--- src/rtl/gf180mcu_osu_sc_9t_inv_pipe_pkg.sv ---
`default_nettype none
// ============================================================================
// Module  : gf180mcu_osu_sc_9t_inv_pipe_pkg
// Brief   : Mode encodings and the polarity transform for the 9T inverter pipe
// Revision: 1.0 - initial release
// ============================================================================
package gf180mcu_osu_sc_9t_inv_pipe_pkg;

  // Runtime polarity mode; 2'b11 is reserved and behaves as pass-through.
  typedef enum logic [1:0] {
    MODE_PASS       = 2'b00,
    MODE_INV_ALL    = 2'b01,
    MODE_INV_MASKED = 2'b10,
    MODE_RSVD       = 2'b11
  } mode_e;

  // Transform of one bit position; the caller applies it across the word
  // so the function stays independent of the pipeline width.
  function automatic logic inv_xform(input logic [1:0] mode,
                                     input logic       data,
                                     input logic       mask);
    case (mode)
      MODE_INV_ALL:    return ~data;
      MODE_INV_MASKED: return data ^ mask;
      default:         return data;
    endcase
  endfunction

endpackage : gf180mcu_osu_sc_9t_inv_pipe_pkg
`default_nettype wire

--- src/rtl/gf180mcu_osu_sc_9t_inv_pipe_stage.sv ---
`default_nettype none
// ============================================================================
// Module  : gf180mcu_osu_sc_9t_inv_pipe_stage
// Brief   : One elastic register stage (valid + data) with advance logic
// Revision: 1.0 - initial release
// ============================================================================
module gf180mcu_osu_sc_9t_inv_pipe_stage #(
  parameter int WIDTH = 8
) (
  input  logic             i_clk,
  input  logic             i_rst_n,
  input  logic             i_drain,
  input  logic             i_feed_valid,
  input  logic [WIDTH-1:0] i_feed_data,
  output logic             o_advance,
  output logic             o_valid,
  output logic [WIDTH-1:0] o_data
);

  logic             r_valid;
  logic [WIDTH-1:0] r_data;

  // The stage may take a new word when empty or when its word leaves this cycle.
  assign o_advance = !r_valid || i_drain;
  assign o_valid   = r_valid;
  assign o_data    = r_data;

  // Load on advance; an advance without a feed leaves a bubble and keeps old data.
  always_ff @(posedge i_clk or negedge i_rst_n) begin
    if (!i_rst_n) begin
      r_valid <= 1'b0;
      r_data  <= '0;
    end else if (o_advance) begin
      r_valid <= i_feed_valid;
      if (i_feed_valid) begin
        r_data <= i_feed_data;
      end
    end
  end

endmodule : gf180mcu_osu_sc_9t_inv_pipe_stage
`default_nettype wire

--- src/rtl/gf180mcu_osu_sc_9t_inv_pipe.sv ---
`default_nettype none
// ============================================================================
// Module  : gf180mcu_osu_sc_9t_inv_pipe
// Brief   : Registered polarity-correcting elastic pipeline (valid/ready)
// Revision: 1.0 - initial release
// ============================================================================
module gf180mcu_osu_sc_9t_inv_pipe
  import gf180mcu_osu_sc_9t_inv_pipe_pkg::*;
#(
  parameter int               WIDTH    = 8,
  parameter int               DEPTH    = 2,
  parameter logic [WIDTH-1:0] INV_MASK = {WIDTH{1'b1}}
) (
  input  logic                       CLK,
  input  logic                       RN,
  input  logic [1:0]                 MODE,
  input  logic [WIDTH-1:0]           A,
  input  logic                       A_VALID,
  output logic                       A_READY,
  output logic [WIDTH-1:0]           Y,
  output logic                       Y_VALID,
  input  logic                       Y_READY,
  output logic [$clog2(DEPTH+1)-1:0] OCC
);

  localparam int C_OCC_W = $clog2(DEPTH + 1);

  logic                   r_in_ready;
  logic                   w_accept;
  logic [WIDTH-1:0]       w_xform;
  logic [DEPTH-1:0]       w_v;
  logic [DEPTH-1:0]       w_adv;
  logic [DEPTH-1:0]       w_drain;
  logic [DEPTH-1:0]       w_feed_v;
  logic [WIDTH-1:0]       w_feed_d [DEPTH];
  logic [WIDTH-1:0]       w_d      [DEPTH];
  logic [C_OCC_W-1:0]     w_occ;

  // Input side stays closed until the first clock edge after reset release.
  always_ff @(posedge CLK or negedge RN) begin
    if (!RN) begin
      r_in_ready <= 1'b0;
    end else begin
      r_in_ready <= 1'b1;
    end
  end

  assign A_READY  = r_in_ready && w_adv[0];
  assign w_accept = A_VALID && A_READY;

  // Polarity transform applied once, at acceptance, using the current MODE.
  always_comb begin
    w_xform = '0;
    for (int b = 0; b < WIDTH; b++) begin
      w_xform[b] = inv_xform(MODE, A[b], INV_MASK[b]);
    end
  end

  for (genvar i = 0; i < DEPTH; i++) begin : g_stage
    if (i == 0) begin : g_head
      assign w_feed_v[i] = w_accept;
      assign w_feed_d[i] = w_xform;
    end else begin : g_body
      assign w_feed_v[i] = w_v[i-1];
      assign w_feed_d[i] = w_d[i-1];
    end

    if (i == DEPTH - 1) begin : g_tail
      assign w_drain[i] = w_v[i] && Y_READY;
    end else begin : g_mid
      assign w_drain[i] = w_v[i] && w_adv[i+1];
    end

    gf180mcu_osu_sc_9t_inv_pipe_stage #(
      .WIDTH (WIDTH)
    ) u_stage (
      .i_clk        (CLK),
      .i_rst_n      (RN),
      .i_drain      (w_drain[i]),
      .i_feed_valid (w_feed_v[i]),
      .i_feed_data  (w_feed_d[i]),
      .o_advance    (w_adv[i]),
      .o_valid      (w_v[i]),
      .o_data       (w_d[i])
    );
  end

  // Occupancy is the population count of the stage valid bits.
  always_comb begin
    w_occ = '0;
    for (int i = 0; i < DEPTH; i++) begin
      w_occ = w_occ + C_OCC_W'(w_v[i]);
    end
  end

  assign OCC     = w_occ;
  assign Y       = w_d[DEPTH-1];
  assign Y_VALID = w_v[DEPTH-1];

endmodule : gf180mcu_osu_sc_9t_inv_pipe
`default_nettype wire
--- config.mk ---
export PLATFORM = sky130hd
export DESIGN_NAME = gf180mcu_osu_sc_9t_inv_pipe
export DESIGN_NICKNAME = d
export VERILOG_FILES = /design/src/rtl/gf180mcu_osu_sc_9t_inv_pipe_pkg.sv /design/src/rtl/gf180mcu_osu_sc_9t_inv_pipe_stage.sv /design/src/rtl/gf180mcu_osu_sc_9t_inv_pipe.sv
export SDC_FILE = /design/constraint.sdc
export NUM_CORES = 1
export LEC_CHECK = 0
export ABC_CLOCK_PERIOD_IN_PS = 2400
export CAP_MARGIN = 20
export CORE_MARGIN = 2
export CORE_UTILIZATION = 45
export CTS_BUF_LIST = sky130_fd_sc_hd__clkbuf_4 sky130_fd_sc_hd__clkbuf_8 sky130_fd_sc_hd__clkbuf_16
export DETAILED_ROUTE_END_ITERATION = 10
export MAX_ROUTING_LAYER = met4
export PLACE_DENSITY_LB_ADDON = 0.05
export SETUP_SLACK_MARGIN = 0.4
export SYNTH_ARGS = -nofsm -noshare
export SYNTH_HDL_FRONTEND = slang
export SYNTH_HIERARCHICAL = 1
export SYNTH_SLANG_ARGS = --single-unit
--- constraint.sdc ---
create_clock -name CLK -period 2.4 [get_ports CLK]
set_input_delay 0.6 -clock CLK [delete_from_list [all_inputs] [get_ports CLK]]
set_output_delay 0.6 -clock CLK [all_outputs]
set_load 0.02 [all_outputs]
==> results of run 1 <==
worst max-delay path, stage by stage, from the launching register on:
cell      delay [ns]
dfrtp_1         0.41
and2_1          0.16
nand2b_4        0.13
and2_4          0.13
nand2b_4        0.13
and2_4          0.13
buf_6           0.12
metrics by stage:
stage | power, mW | area (um^2) | setup TNS [ns] | utilization [%]
2_1_floorplan | 1.21 | 1050 | 0 | -
3_3_place_gp | 1.51 | 1340 | -0.899 | 60.7
3_5_place_dp | 1.53 | 1340 | -1.08 | 60.7
4_1_cts | 1.72 | 1390 | 0 | 63.0
5_1_grt | 1.81 | 1400 | 0 | 63.1
6_report | 1.70 | 1400 | 0 | 63.1
state kept, by name, indices dropped and copies added, names as in the netlist:
name,cells
g_stage.u_stage/o_data,16
r_in_ready,1
g_stage.u_stage/o_valid,2
synth_stat cells:
cell      count
and2_1        3
and3_1        1
buf_6         2
conb_1        1
dfrtp_1      19
ha_1          1
mux2_4       16
nand2_8       2
nand2b_1      2
nand2b_4      2
xor3_1        8
worst min path at each step:
stage,start,end,slack [ns],cells past startpoint
2_1_floorplan,RN,g_stage[0].u_stage/o_data[0]$_DFFE_PN0P_,0.30,0
3_3_place_gp,g_stage[0].u_stage/o_data[2]$_DFFE_PN0P_,g_stage[1].u_stage/o_data[2]$_DFFE_PN0P_,0.49,1
3_5_place_dp,g_stage[1].u_stage/o_data[1]$_DFFE_PN0P_,g_stage[1].u_stage/o_data[1]$_DFFE_PN0P_,0.50,1
4_1_cts,g_stage[1].u_stage/o_data[5]$_DFFE_PN0P_,g_stage[1].u_stage/o_data[5]$_DFFE_PN0P_,0.53,1
5_1_grt,g_stage[1].u_stage/o_data[5]$_DFFE_PN0P_,g_stage[1].u_stage/o_data[5]$_DFFE_PN0P_,0.54,1
6_report,g_stage[1].u_stage/o_data[7]$_DFFE_PN0P_,g_stage[1].u_stage/o_data[7]$_DFFE_PN0P_,0.52,1
logic make-up (layout without fill, tap and decap cells):
family	after synthesis	after routing
adders and majority gates	1	1
muxes	16	16
and+or+nand+nor	10	10
buffers and inverters	2	36
other	1	1
DFF	19	19
xor gates and xnor gates	8	8
layout make-up:
cell class | instances | area (um^2)
fill | 183 | 817
multi-input combinational | 36 | 557
timing repair buffer | 32 | 299
tap | 28 | 35.0
clock buffer | 3 | 22.5
sequential | 19 | 477
clock inverter | 1 | 5.00
routing by layer:
metal  track usage (%)  wire length, um  vias up
met5                 -                0        -
li1                  -                -      266
met3              3.43               59        0
met1              18.6              717      277
met2              21.3              785       12
met4              5.13                0        0
timing repair:
action | 4_1_cts | 5_1_grt
endpoints found under the hold margin | 0 | 0
resized for setup | 14 | 1
pin swaps | 2 | 2
buffers inserted | 3 | 0
hold buffers | 0 | 0
endpoints found under the setup margin | 11 | 2
report_power, final:
part | total [mW] | internal, mW | switching, mW
clock network | 0.154 | 0.0619 | 0.0920
registers | 0.569 | 0.480 | 0.0893
logic | 0.974 | 0.595 | 0.379
total | 1.70 | 1.14 | 0.560
==> summary.txt, run 1 <==
Logic synthesis
  – Syn_nets: 72
  – Post-Syn Instances: 57
  – Top-area cell type share of the netlist area: 45.3%
  – Simple-gate area share of the yosys netlist: 10.0%
  – Leading area contributor after synthesis: dfrtp_1
  – Largest family of logic cells by synthesized area: multiplexers
  – Yosys warns: 6
  – Compound-Gate Fraction of Synth Area: 0%
  – Dominant cells by area after synthesis: dfrtp_1 (45%), mux2_4 (23%), xor3_1 (18%)
  – Post-synthesis register bit count: 19
  – Netlist cell types: 11
  – Adder-cell area share of the yosys netlist: 1.19%
  – Multiplexer area fraction after synthesis: 22.9%
  – Avg Inst Size Synth: 18.4 um^2
  – Sequential element share of the synthesized area: 45.3%
  – Post-Synth XOR/XNOR Area: 18.1%
  – Cell Area, Synth: 1050 um^2

Route
  – Via count: 555
  – DRT antenna net count: 0
  – First DRT Iteration DRCs: 3
  – Routed WL per cell: 13.1 um
  – Pre-antenna DRT Iters: 2
  – Residual DRC: 0
  – Vias/cell: 4.66
  – Routed WL: 1560 um

STA
  – Hold Slack: 0.521 ns
  – Final worst slack: 0.300 ns
  – Final min period: 2.10 ns
  – Max Freq: 476 MHz
  – Final-report max-slew violation count: 0
  – Worst Skew: 0.00369 ns
  – # setup viols final: 0
  – RSZ-0062 raised after global routing: yes
  – Final Hold Viols: 0
  – Final Cycle Share: 87.5%

Clocking
  – Worst-Skew Late Latency: 0.29 ns
  – CTS Root Cell: clkbuf_4
  – Clk sinks: 19
  – CTS Buf Count: 3
  – H-tree depth: 1
  – Longest Clk Path Bufs: 2
  – CTS tree: done
  – Clk slew on worst S/H paths: 0.10 ns

GRT
  – Initial antenna violation count: 0
  – Largest net degree at the start of global routing: 20
  – Number of global-route vias before repair: 556
  – Gr usage total: 14.1%
  – First-pass GRT wire length: 2640 um
  – Total congestion overflow: 0

Floorplanning
  – Core box area: 2210 um^2
  – Die Y: 52.3 um
  – Die width: 52.3 um
  – DIE AREA: 2740 um^2
  – Ports: 26
  – Initial core utilization: 47.5%
  – FP Rows: 17

Critical path
  – R2r setup slk: 0.51 ns
  – Critical Path AT: 1.50 ns
  – R2R Path End: g_stage[0].u_stage/o_data[6]$_DFFE_PN0P_
  – Crit end category: output port
  – Crit Path Category: reg -> out
  – Startpoint Class: flop
  – Reg2reg start: g_stage[1].u_stage/o_valid$_DFFE_PN0P_
  – Crit Path Max Fanout: 3
  – Crit path from: g_stage[1].u_stage/o_valid$_DFFE_PN0P_
  – Critical Path RT: 1.80 ns
  – Reg2reg path depth: 8
  – Crit path to: A_READY

Power
  – Maximum VDD drop: 709 uV
  – Leakage power: 0.708 nW
  – Pwr Density: 1220 nW/um^2

Cells and area
  – Antenna diodes: 0
  – Area delta synth->final: 32.9%
  – Fin cells: 119
  – Nets: 107
  – Commonest non-fill, non-tap cells in the layout: clkdlybuf4s50_1 (20), dfrtp_1 (18), mux2_4 (16), xor3_1 (8), buf_4 (7)
  – Most common cell after layout, fill and taps aside: clkdlybuf4s50_1
  – Share of cells above drive strength 1: 39.6%

Job
  – Number of max-cap violations: 0

Min path
  – Worst hold-check path type: reg -> reg

Outcome
  – Status: finished clean

Place
  – Placed Instances: 112
  – DP HPWL: 1130 um
  – # port buffers: 25
  – GP Congestion: 0.649
  – Post-place setup slack: -0.413 ns
Note: power is estimated with default switching activity, not from simulation.
==> run 2: changes to the inputs <==
--- a/config.mk
+++ b/config.mk
@@ -11,6 +11,7 @@
 export CORE_UTILIZATION = 45
 export CTS_BUF_LIST = sky130_fd_sc_hd__clkbuf_4 sky130_fd_sc_hd__clkbuf_8 sky130_fd_sc_hd__clkbuf_16
 export DETAILED_ROUTE_END_ITERATION = 10
+export GPL_TIMING_DRIVEN = 0
 export MAX_ROUTING_LAYER = met4
 export PLACE_DENSITY_LB_ADDON = 0.05
 export SETUP_SLACK_MARGIN = 0.4
==> summary.txt, run 2 (synthesized netlist as in run 1, its figures left out) <==
STA
  – Final-report max-slew violation count: 0 (unchanged)
  – Final Hold Viols: 0 (unchanged)
  – Final Cycle Share: 88.4% (was 87.5%)
  – Max Freq: 471 MHz (was 476 MHz)
  – Slew of the pin with the lowest slew margin: 0.839 ns
  – Worst Skew: 0.0104 ns (was 0.00369 ns)
  – Relative slew slack: 43.9%
  – Hold Slack: 0.514 ns (was 0.521 ns)
  – # setup viols final: 0 (unchanged)
  – RSZ-0062 raised after global routing: yes (unchanged)
  – Final min period: 2.12 ns (was 2.10 ns)

Critical path
  – Crit end category: output port (unchanged)
  – Largest stage delay on the critical path: 0.43 ns (was 0.41 ns)
  – Crit Path Category: reg -> out (unchanged)
  – R2r setup slk: 0.49 ns (was 0.51 ns)
  – Startpoint Class: flop (unchanged)
  – Critical Path AT: 1.52 ns (was 1.50 ns)
  – Crit Path Max Fanout: 3 (unchanged)
  – Critical Path RT: 1.80 ns (about the same)
  – CP max-delay cell: dfrtp_2 (was dfrtp_1)
  – Crit-path cells: and2_4 -> nand2b_4 -> and2_4 -> nand2b_4 -> and2_4 -> buf_6 (was and2_1 -> nand2b_4 -> and2_4 -> nand2b_4 -> and2_4 -> buf_6)
  – Most frequent CP cell: and2_4

Cells and area
  – Antenna diodes: 0 (unchanged)
  – Final instance area: 1390 um^2 (was 1400 um^2)
  – Fin util: 62.8% (was 63.1%)
  – Area delta synth->final: 32.4% (was 32.9%)
  – Max FFs per register: 16 (unchanged)
  – Most common cell after layout, fill and taps aside: clkdlybuf4s50_1 (unchanged)
  – Commonest non-fill, non-tap cells in the layout: clkdlybuf4s50_1 (18), dfrtp_1 (17), mux2_4 (16), xor3_1 (8), buf_4 (6) (was clkdlybuf4s50_1 (20), dfrtp_1 (18), mux2_4 (16), xor3_1 (8), buf_4 (7))
  – Nets: 106 (was 107)
  – Share of cells above drive strength 1: 44.4% (was 39.6%)

Clocking
  – Longest Clk Path Bufs: 2 (unchanged)
  – CTS tree: done (unchanged)
  – Clk slew on worst S/H paths: 0.12 ns (was 0.10 ns)
  – CTS Buf Count: 3 (unchanged)
  – CTS Root Cell: clkbuf_4 (unchanged)
  – CTS Hold Bufs: 0 (unchanged)
  – H-tree depth: 1 (unchanged)
  – Clk sinks: 19 (unchanged)
  – Worst-Skew Late Latency: 0.30 ns (was 0.29 ns)

Floorplanning
  – Die width: 52.3 um (unchanged)
  – Die Y: 52.3 um (unchanged)
  – Initial core utilization: 47.5% (unchanged)
  – DIE AREA: 2740 um^2 (unchanged)
  – Ports: 26 (unchanged)
  – FP Rows: 17 (unchanged)
  – Core box area: 2210 um^2 (unchanged)

GRT
  – GRT busiest layer: met2 (unchanged)
  – Gr usage total: 13.8% (was 14.1%)
  – Met3 Track Usage GR: 5.14% (was 3.43%)
  – Number of global-route vias before repair: 567 (was 556)
  – Total congestion overflow: 0 (unchanged)
  – Met1 usage: 18.0% (was 18.6%)
  – First-pass GRT wire length: 2640 um (unchanged)
  – Initial antenna violation count: 0 (unchanged)
  – Largest net degree at the start of global routing: 20 (unchanged)
  – GR met2 Demand/Resource: 21.0% (was 21.3%)

Place
  – DP HPWL: 1090 um (was 1130 um)
  – Post-DP Area: 1320 um^2 (was 1340 um^2)
  – GP Congestion: 0.631 (was 0.649)
  – # port buffers: 23 (was 25)

Route
  – Via count: 548 (was 555)
  – Vias/cell: 4.64 (was 4.66)
  – DRT antenna net count: 0 (unchanged)
  – Routed WL: 1600 um (was 1560 um)
  – Pre-antenna DRT Iters: 4 (was 2)
  – Residual DRC: 0 (unchanged)
  – Routed WL per cell: 13.5 um (was 13.1 um)
  – First DRT Iteration DRCs: 1 (was 3)

Power
  – Leakage power: 0.708 nW (about the same)
  – Maximum VDD drop: 712 uV (was 709 uV)
  – Pwr Density: 1230 nW/um^2 (was 1220 nW/um^2)

Min path
  – Worst hold-check path type: reg -> reg (unchanged)

Outcome
  – Status: finished clean (unchanged)

Job
  – Number of max-cap violations: 0 (unchanged)
## run 2: metal layers
layer,share of wire (%),vias up
met3,5.9,0
li1,-,263
met5,0,-
met4,0,0
met1,45,268
met2,49,17
## run 2: repair_timing
item	CTS	global route
setup endpoints to repair	11	10
hold endpoints to repair	0	0
pin swaps	2	2
buffers inserted	4	2
gates resized for setup	13	6
## run 2: critical path, delay by kind of cell, from the launching register on
family / cells / cell delay (ns)
buf+inv: 1 / 0.12
flops: 1 / 0.43
simple gates: 5 / 0.67
## run 2: final cells by class
type	instances	area [um^2]
Buffer	2	22.5
Clock buffer	3	22.5
Clock inverter	1	5.00
Fill cell	175	822
Multi-Input combinational cell	36	559
Sequential cell	19	478
Tap cell	28	35.0
Timing Repair Buffer	29	268
## run 2: worst paths after layout
kind,start,end,depth (start not counted)
worst min register to register,g_stage[0].u_stage/o_data[6]$_DFFE_PN0P_,g_stage[1].u_stage/o_data[6]$_DFFE_PN0P_,1
worst max register to register,g_stage[1].u_stage/o_valid$_DFFE_PN0P_,g_stage[0].u_stage/o_data[6]$_DFFE_PN0P_,8
worst min-delay path,g_stage[0].u_stage/o_data[6]$_DFFE_PN0P_,g_stage[1].u_stage/o_data[6]$_DFFE_PN0P_,1
max in group asynchronous,RN,g_stage[0].u_stage/o_valid$_DFFE_PN0P_,1
worst max-delay path,g_stage[1].u_stage/o_valid$_DFFE_PN0P_,A_READY,6
min in group asynchronous,RN,g_stage[1].u_stage/o_valid$_DFFE_PN0P_,1
## run 2: per-stage QoR
stage	setup WS, ns	power, mW	setup TNS [ns]	std cells
floorplan	0.404	1.21	0	57
global placement	-0.527	1.48	-0.811	108
detailed placement	-0.528	1.50	-0.828	108
CTS	0.216	1.71	0	116
global route	0.214	1.82	0	118
finish	0.278	1.72	0	118
## run 2: power breakdown
| group | total [mW] | leakage [nW] | internal [mW] | switching (mW) |
|---|---|---|---|---|
| sequential | 0.571 | 0.223 | 0.480 | 0.0901 |
| clock | 0.161 | 0.0177 | 0.0620 | 0.0992 |
| combinational | 0.984 | 0.467 | 0.601 | 0.383 |
| total | 1.72 | 0.708 | 1.14 | 0.573 |
==> run 3: changes to the inputs <==
--- a/config.mk
+++ b/config.mk
@@ -7,8 +7,8 @@
 export LEC_CHECK = 0
 export ABC_CLOCK_PERIOD_IN_PS = 2400
 export CAP_MARGIN = 20
-export CORE_MARGIN = 2
-export CORE_UTILIZATION = 45
+export CORE_MARGIN = 3
+export CORE_UTILIZATION = 40
 export CTS_BUF_LIST = sky130_fd_sc_hd__clkbuf_4 sky130_fd_sc_hd__clkbuf_8 sky130_fd_sc_hd__clkbuf_16
 export DETAILED_ROUTE_END_ITERATION = 10
 export GPL_TIMING_DRIVEN = 0
==> summary.txt, run 3 (synthesized netlist as in run 1, its figures left out) <==
Critical path
  – Most frequent CP cell: and2_4 (unchanged)
  – Crit end category: output port (unchanged)
  – Crit Path Max Fanout: 2 (was 3)
  – Largest delay contributor family on the critical path: simple AND/OR/NAND/NOR gates (unchanged)
  – Critical Path RT: 1.80 ns (about the same)
  – Largest stage delay on the critical path: 0.16 ns (was 0.43 ns)
  – CP max-delay cell: clkdlybuf4s15_1 (was dfrtp_2)
  – Crit Path Category: in -> out (was reg -> out)
  – Crit path from: Y_READY (was g_stage[1].u_stage/o_valid$_DFFE_PN0P_)
  – Critical Path AT: 1.52 ns (about the same)
  – Number of buffers and inverters on the critical path: 2 (was 1)
  – Crit-path cells: clkdlybuf4s15_1 -> and2_4 -> nand2b_4 -> and2_4 -> nand2b_4 -> and2_4 -> buf_6 (was and2_4 -> nand2b_4 -> and2_4 -> nand2b_4 -> and2_4 -> buf_6)
  – Reg2reg start: g_stage[1].u_stage/o_valid$_DFFE_PN0P_ (unchanged)
  – Startpoint Class: primary input (was flop)

STA
  – Final min period: 2.12 ns (about the same)
  – Final Hold Viols: 0 (unchanged)
  – Hold Slack: 0.522 ns (was 0.514 ns)
  – Final worst slack: 0.277 ns (was 0.278 ns)
  – Final Cycle Share: 88.5% (was 88.4%)
  – Final-report max-slew violation count: 0 (unchanged)
  – # setup viols final: 0 (unchanged)
  – Max Freq: 471 MHz (about the same)
  – RSZ-0062 raised after global routing: yes (unchanged)
  – Slew of the pin with the lowest slew margin: 0.838 ns (was 0.839 ns)
  – Relative slew slack: 43.9% (about the same)
  – Setup tns final: 0 ns (unchanged)
  – Worst Skew: 0.00256 ns (was 0.0104 ns)

Cells and area
  – Fin util: 59.6% (was 62.8%)
  – Commonest non-fill, non-tap cells in the layout: clkdlybuf4s50_1 (19), dfrtp_1 (17), mux2_4 (16), xor3_1 (8), buf_4 (6) (was clkdlybuf4s50_1 (18), dfrtp_1 (17), mux2_4 (16), xor3_1 (8), buf_4 (6))
  – Area delta synth->final: 32.8% (was 32.4%)
  – Antenna diodes: 0 (unchanged)
  – Max FFs per register: 16 (unchanged)
  – Share of cells above drive strength 1: 44.4% (unchanged)
  – Most common cell after layout, fill and taps aside: clkdlybuf4s50_1 (unchanged)
  – Final instance area: 1390 um^2 (about the same)
  – Nets: 106 (unchanged)
  – Area of the multi-input gates: 561 um^2 (was 559 um^2)
  – Fin cells: 118 (unchanged)
  – Reg area: 478 um^2 (unchanged)
  – Fillers: 197 (was 175)

Route
  – First DRT Iteration DRCs: 6 (was 1)
  – DRT antenna net count: 0 (unchanged)
  – Routed WL per cell: 14.4 um (was 13.5 um)
  – Via count: 565 (was 548)
  – Vias/cell: 4.79 (was 4.64)
  – Pre-antenna DRT Iters: 2 (was 4)
  – Residual DRC: 0 (unchanged)
  – Routed WL: 1690 um (was 1600 um)

Clocking
  – Worst-Skew Late Latency: 0.29 ns (was 0.30 ns)
  – Longest Clk Path Bufs: 2 (unchanged)
  – H-tree depth: 1 (unchanged)
  – Clk sinks: 19 (unchanged)
  – CTS tree: done (unchanged)
  – CTS Buf Count: 3 (unchanged)
  – CTS Root Cell: clkbuf_4 (unchanged)
  – Clk slew on worst S/H paths: 0.11 ns (was 0.12 ns)
  – CTS Hold Bufs: 0 (unchanged)

Min path
  – Worst hold-check path type: reg -> reg (unchanged)
  – Hold path start: g_stage[0].u_stage/o_data[5]$_DFFE_PN0P_ (was g_stage[0].u_stage/o_data[6]$_DFFE_PN0P_)

Power
  – Total chip power: 1.72 mW (about the same)
  – Clock group share of total power: 9.3% (was 9.4%)
  – Maximum VDD drop: 788 uV (was 712 uV)
  – Pwr Density: 1230 nW/um^2 (about the same)
  – Internal power: 1.15 mW (was 1.14 mW)
  – Sw frac: 33.4% (about the same)
  – Logic pwr share: 57.5% (was 57.4%)
  – Flop pwr share: 33.2% (about the same)
  – Switch Pwr: 0.575 mW (was 0.573 mW)
  – Leakage power: 0.702 nW (was 0.708 nW)

Outcome
  – Status: finished clean (unchanged)

Place
  – DP HPWL: 1150 um (was 1090 um)
  – Post-DP Area: 1320 um^2 (unchanged)
  – # port buffers: 23 (unchanged)
  – Placed Instances: 108 (unchanged)
  – Post-place setup slack: -0.533 ns (was -0.528 ns)
  – GP Congestion: 0.626 (was 0.631)

GRT
  – Initial antenna violation count: 0 (unchanged)
  – Number of global-route vias before repair: 630 (was 567)
  – Total congestion overflow: 0 (unchanged)
  – First-pass GRT wire length: 3020 um (was 2640 um)
  – Gr usage total: 12.3% (was 13.8%)
  – Largest net degree at the start of global routing: 20 (unchanged)

Floorplanning
  – Ports: 26 (unchanged)
  – Initial core utilization: 44.9% (was 47.5%)
  – DIE AREA: 3280 um^2 (was 2740 um^2)
  – FP Rows: 17 (unchanged)
  – Die Y: 57.2 um (was 52.3 um)
  – Die width: 57.2 um (was 52.3 um)
  – Core box area: 2340 um^2 (was 2210 um^2)

Job
  – Number of max-cap violations: 0 (unchanged)
run 3: layer usage:
metal / wire length [um] / vias up / GRT usage (%)
met4: 0 / 0 / 4.97
met5: 0 / - / -
met2: 755 / 17 / 17.5
li1: - / 261 / -
met3: 107 / 0 / 2.94
met1: 830 / 287 / 16.9
run 3: final timing paths:
check	endpoint	slack, ns	cells past startpoint
max	A_READY	0.28	7
min in group asynchronous	g_stage[0].u_stage/o_data[3]$_DFFE_PN0P_	0.78	1
min	g_stage[1].u_stage/o_data[5]$_DFFE_PN0P_	0.52	1
min reg2reg	g_stage[1].u_stage/o_data[5]$_DFFE_PN0P_	0.52	1
max in group asynchronous	g_stage[0].u_stage/o_valid$_DFFE_PN0P_	1.06	1
max reg2reg	g_stage[0].u_stage/o_data[4]$_DFFE_PN0P_	0.50	8
run 3: final cells by class:
cell class / count / share of cell area [%]
clock inverter: 1 / 0.359
timing repair buffer: 29 / 19.4
multi-input combinational: 36 / 40.2
buffer: 2 / 1.62
clock buffer: 3 / 1.62
sequential: 19 / 34.3
tap: 28 / 2.51
run 3: worst register-to-register path, cell delays in order, from the launching register on:
cell      delay [ns]
dfrtp_2         0.43
and2_4          0.16
nand2b_4        0.13
and2_4          0.13
nand2b_4        0.13
buf_4           0.15
and3_2          0.24
nand2_8         0.12
mux2_4          0.31
run 3: repair_timing:
action,CTS,global route
pin swaps,2,2
setup buffers,3,3
setup endpoints to repair,11,8
resized for setup,14,4
run 3: power by group through the flow:
stage,clock network [mW],logic (mW),registers (mW)
floorplan,0,0.536,0.672
global placement,0,0.897,0.594
detailed placement,0,0.906,0.596
CTS,0.170,0.969,0.575
global route,0.189,1.06,0.595
finish,0.160,0.989,0.571
